### src/rtl/rr_mux_arbiter.sv
// Round-robin arbiter that drives the select of an N-input mux and holds the
// grant stable until the downstream consumer accepts the transfer.
module rr_mux_arbiter #(
  parameter int unsigned N = 4,
  localparam int unsigned SELW = $clog2(N)
) (
  input  logic            clk,
  input  logic            rst,
  input  logic [N-1:0]    in_valid,
  output logic [N-1:0]    in_ready,
  output logic [SELW-1:0] sel_out,
  output logic [N-1:0]    grant_out,
  output logic            out_valid,
  input  logic            out_ready
);

  typedef enum logic [0:0] {StIdle, StBusy} state_e;

  state_e          state_q, state_d;
  logic [SELW-1:0] ptr_q, ptr_d;
  logic [SELW-1:0] sel_q, sel_d;
  logic [N-1:0]    grant_q, grant_d;

  // Requests rotated so that bit 0 is the current highest-priority requester.
  logic [2*N-1:0]  req_dbl;
  logic [SELW-1:0] pick_off;
  logic            pick_found;
  logic [SELW:0]   pick_sum;
  logic [SELW-1:0] pick_idx;
  logic            xfer;

  assign req_dbl = {in_valid, in_valid} >> ptr_q;

  always_comb begin
    pick_found = 1'b0;
    pick_off   = '0;
    for (int unsigned i = 0; i < N; i++) begin
      if (!pick_found && req_dbl[i]) begin
        pick_found = 1'b1;
        pick_off   = SELW'(i);
      end
    end
  end

  // Undo the rotation; the sum never reaches 2N, so one conditional subtract
  // suffices and handles non-power-of-two N.
  always_comb begin
    pick_sum = {1'b0, ptr_q} + {1'b0, pick_off};
    if (pick_sum >= (SELW+1)'(N)) begin
      pick_sum = pick_sum - (SELW+1)'(N);
    end
    pick_idx = pick_sum[SELW-1:0];
  end

  assign xfer = (state_q == StBusy) && out_ready;

  always_comb begin
    state_d = state_q;
    ptr_d   = ptr_q;
    sel_d   = sel_q;
    grant_d = grant_q;
    unique case (state_q)
      StIdle: begin
        if (pick_found) begin
          state_d = StBusy;
          sel_d   = pick_idx;
          grant_d = {{(N-1){1'b0}}, 1'b1} << pick_idx;
        end
      end
      StBusy: begin
        if (xfer) begin
          state_d = StIdle;
          grant_d = '0;
          ptr_d   = (sel_q == SELW'(N-1)) ? '0 : sel_q + SELW'(1);
        end
      end
      default: state_d = StIdle;
    endcase
  end

  always_ff @(posedge clk) begin
    if (rst) begin
      state_q <= StIdle;
      ptr_q   <= '0;
      sel_q   <= '0;
      grant_q <= '0;
    end else begin
      state_q <= state_d;
      ptr_q   <= ptr_d;
      sel_q   <= sel_d;
      grant_q <= grant_d;
    end
  end

  assign sel_out   = sel_q;
  assign grant_out = grant_q;
  assign out_valid = (state_q == StBusy);
  // Reset suppresses the pop so an interrupted item is re-arbitrated later.
  assign in_ready  = (xfer && !rst) ? grant_q : '0;

endmodule

### config.mk
export PLATFORM = sky130hd
export DESIGN_NAME = rr_mux_arbiter
export DESIGN_NICKNAME = d
export VERILOG_FILES = /design/src/rtl/rr_mux_arbiter.sv
export SDC_FILE = /design/constraint.sdc
export NUM_CORES = 1
export LEC_CHECK = 0
export CORE_MARGIN = 10
export CORE_UTILIZATION = 44
export DETAILED_ROUTE_END_ITERATION = 8
export GPL_TIMING_DRIVEN = 0
export HOLD_SLACK_MARGIN = 0.1
export PLACE_DENSITY = 0.74
export REMOVE_ABC_BUFFERS = 1
export SLEW_MARGIN = 30
export SYNTH_ARGS = -nofsm -noshare
export SYNTH_HDL_FRONTEND = slang
export SYNTH_SLANG_ARGS = --single-unit
export TNS_END_PERCENT = 20
### constraint.sdc
create_clock -name clk -period 2.9 [get_ports clk]
set_input_delay 0.58 -clock clk [delete_from_list [all_inputs] [get_ports clk]]
set_output_delay 0.58 -clock clk [all_outputs]
set_load 0.005 [all_outputs]
==> run_results.csv, run 1 <==
group,metric,value,unit
setup_path,crit_cells,4,
floorplan,start_util,45.76,%
synthesis,syn_avg_cell_area,8.283,um^2
timing,hold_viol_final,0,
run,drv_cap,0,
setup_path,slowest_stage,"clkdlybuf4s50_1",
setup_path,path_cells,"clkdlybuf4s50_1 -> nor2_1 -> and2_1 -> clkdlybuf4s50_1",
route,via_per_inst,5.515,
power,p_int,0.0002388,W
power,power.switching,0.0001049,W
layout,num_antenna_cells,0,
setup_path,cp.required,2.32,ns
setup_path,critPathKind,"in2out",
global_route,antenna_found_initial,0,
setup_path,crit_buf_inv,2,
power,power_leakage,0.2839,nW
setup_path,critical_path.max_fanout,10,
power,clock_power_share,29.4,%
min_path,min_path_type,"reg2reg",
global_route,grt_pass1_wl,2373,um
timing,relSlewSlack,68.84,%
cts,cts_buffer_depth,2,
timing,fmax,366.6,MHz
place,dp_hpwl,1053,um
power,combinationalPowerShare,27.3,%
cts,hold_buffers,0,
setup_path,rr_worst_depth,6,
cts,clk_pin_slew,0.06,ns
route,drc,0,
power,ir_drop,0.0002474,V
setup_path,r2r-start,"ptr_q[0]$_SDFFE_PP0P_",
setup_path,crit_end,"in_ready[3]",
cts,insertion_delay,0.27,ns
global_route,grt_pass1_vias,520,
timing,period_share,94.07,%
floorplan,pin_count,18,
setup_path,cpPeakStageDelay,0.60,ns
cts,clockRootBuffer,"clkbuf_4",
synthesis,syn-instance-count,71,
timing,tightest_slew,0.4631,ns
cts,htreeDepth,1,
synthesis,yosysWarnings,0,
power,seq_power_share,43.2,%
global_route,grt_overflow,0,
route,drtPass1Iterations,3,
floorplan,dieArea,3199,um^2
route,drt_iter0_drc,10,
setup_path,start_kind,"primary input",
synthesis,synth_cell_type_count,32,
synthesis,synth_top_area_share,30.64,%
floorplan,dieHeight,56.56,um
place,gp_congestion,0.7766,
layout,final_cell_mix,"clkdlybuf4s50_1 (17), nor2_1 (12), nand2_1 (10)",
setup_path,crit_top_cell,"clkdlybuf4s50_1",
cts,cts_buffers,3,
cts,postCtsSetupBuffers,0,
status,status,"finished clean",
synthesis,synth_top_cells_by_area,"dfxtp_1 (31%), nor2_1 (7.7%), nand2_1 (6.4%)",
timing,final-setup-viol-count,0,
timing,skew,0.005251,ns
route,wl_per_cell,13.50,um
setup_path,worstSetupEndpointType,"output pin",
floorplan,core_area,1285,um^2
layout,areaGrowthSynthToFinish,31.91,%
layout,layout-drive-gt1-share,14.77,%
synthesis,ys_ff_latch,9,
timing,rsz0062_at_grt,"no",
layout,layout_commonest_cell,"clkdlybuf4s50_1",
layout,fin_nets,98,
timing,fin_crit,2.728,ns
setup_path,worst-r2r-setup-slack,0.74,ns
synthesis,synth_seq_area_share,30.64,%
global_route,grt_util_all_layers,9.180,%
setup_path,critPathTopFamily,"buffers and inverters",
setup_path,r2r_end,"grant_out[1]$_SDFFE_PP0P_",
synthesis,synth_area_leader_cell,"dfxtp_1",
cts,cts_sinks,9,
floorplan,rows,13,
global_route,grt_max_degree,12,
route,antenna_left,0,
setup_path,startpoint,"rst",
synthesis,synth_area,588.1,um^2
route,routed_wl,1391,um
power,power.density,443.1,nW/um^2
layout,stdcell_count,103,
power,swShare,30.53,%
timing,slew_violations,0,
floorplan,fp.dieW,56.56,um
power,power,0.0003437,W
place,portBuffers,17,
route,vias,568,
setup_path,cp.arrival,2.15,ns
cts,cts_resized,0,
cts,tritoncts,"built",
place,dp_cells,99,
-- through the flow --
| step | utilization [%] | setup slack, ns | hold slack, ns | setup TNS (ns) | cell area [um^2] |
|---|---|---|---|---|---|
| after global placement | 58.33 | -0.02309 | 0.4551 | -0.02309 | 749.5 |
| after CTS | 60.37 | 0.1506 | 0.4744 | 0 | 775.7 |
| after floorplan | - | 0.7010 | 0.4623 | 0 | 560.5 |
| final | 60.37 | 0.1720 | 0.4715 | 0 | 775.7 |
| after global routing | 60.37 | 0.01896 | 0.5001 | 0 | 775.7 |
| after detailed placement | 58.33 | -0.06214 | 0.4592 | -0.07517 | 749.5 |
-- registers in the layout (all words and copies together), names as in the netlist --
register and count:
grant_out 4, ptr_q 2, out_valid 1, sel_out 2
-- cells in the mapped netlist (all sizes together) --
| cell type | instances |
|---|---|
| a211oi | 3 |
| a21oi | 3 |
| a22o | 1 |
| a22oi | 1 |
| a31oi | 1 |
| a32o | 1 |
| and2 | 4 |
| buf | 2 |
| clkbuf | 2 |
| dfxtp | 9 |
| ha | 2 |
| nand2 | 10 |
| nand3 | 1 |
| nor2 | 12 |
| nor2b | 2 |
| nor3 | 2 |
| nor4 | 2 |
| o2111ai | 1 |
| o211ai | 2 |
| o21a | 1 |
| o21ai | 3 |
| o22ai | 1 |
| o41ai | 1 |
| or2 | 1 |
| or4 | 1 |
| xnor2 | 1 |
| xor2 | 1 |
-- final cells by class --
| cell class | count | area, um^2 |
|---|---|---|
| fillers | 122 | 509.2 |
| multi-input cells | 58 | 380.4 |
| flip-flops and latches | 9 | 180.2 |
| repair buffers | 17 | 170.2 |
| clock buffers | 4 | 26.28 |
| well taps | 15 | 18.77 |
-- power groups by stage --
stage	Sequential [W]	Combinational (W)	Clock [W]
2_1_floorplan	0.000150	0.0000493	0
3_3_place_gp	0.000151	0.0000939	0
3_5_place_dp	0.000151	0.0000949	0
4_1_cts	0.000149	0.0000954	0.000105
5_1_grt	0.000151	0.000103	0.000113
6_report	0.000149	0.0000938	0.000101
-- worst min-delay path: cells and delay by family, from the launching register on --
kind,cells,cell delay (ns)
flops,1,0.34
compound gates,1,0.04
simple gates,1,0.06
-- per-layer routing --
metal | vias up | wire [um] | GRT usage [%]
met1 | 259 | 647 | 10.46
li1 | 290 | - | -
met3 | 6 | 83 | 4.045
met5 | - | 0 | 0
met2 | 13 | 626 | 13.32
met4 | 0 | 33 | 6.186
-- logic make-up after synthesis --
kind of cell,count (synthesis),share of synthesized area [%]
fa+ha+maj,2,4.255
simple gates,35,28.94
compound gates,19,27.24
flops,9,30.64
xor+xnor,2,4.256
buf+inv,4,4.680
-- worst min path at each step --
stage               cells past startpoint  slack (ns)                 startpoint                   endpoint
finish                                  2        0.47  grant_out[2]$_SDFFE_PP0P_  grant_out[2]$_SDFFE_PP0P_
global route                            2        0.50  grant_out[3]$_SDFFE_PP0P_  grant_out[3]$_SDFFE_PP0P_
detailed placement                      2        0.46  grant_out[2]$_SDFFE_PP0P_  grant_out[2]$_SDFFE_PP0P_
global placement                        2        0.46  grant_out[2]$_SDFFE_PP0P_  grant_out[2]$_SDFFE_PP0P_
floorplan                               2        0.46  grant_out[3]$_SDFFE_PP0P_  grant_out[3]$_SDFFE_PP0P_
CTS                                     2        0.47  grant_out[2]$_SDFFE_PP0P_  grant_out[2]$_SDFFE_PP0P_
No activity file was read; power rests on OpenSTA's default activity.
==> run 2: changes to the inputs <==
--- a/config.mk
+++ b/config.mk
@@ -5,6 +5,7 @@
 export SDC_FILE = /design/constraint.sdc
 export NUM_CORES = 1
 export LEC_CHECK = 0
+export ABC_CLOCK_PERIOD_IN_PS = 2900
 export CORE_MARGIN = 10
 export CORE_UTILIZATION = 44
 export DETAILED_ROUTE_END_ITERATION = 8
==> results of run 2 <==
Final layout, timing and power as in run 1 (identical DEF).
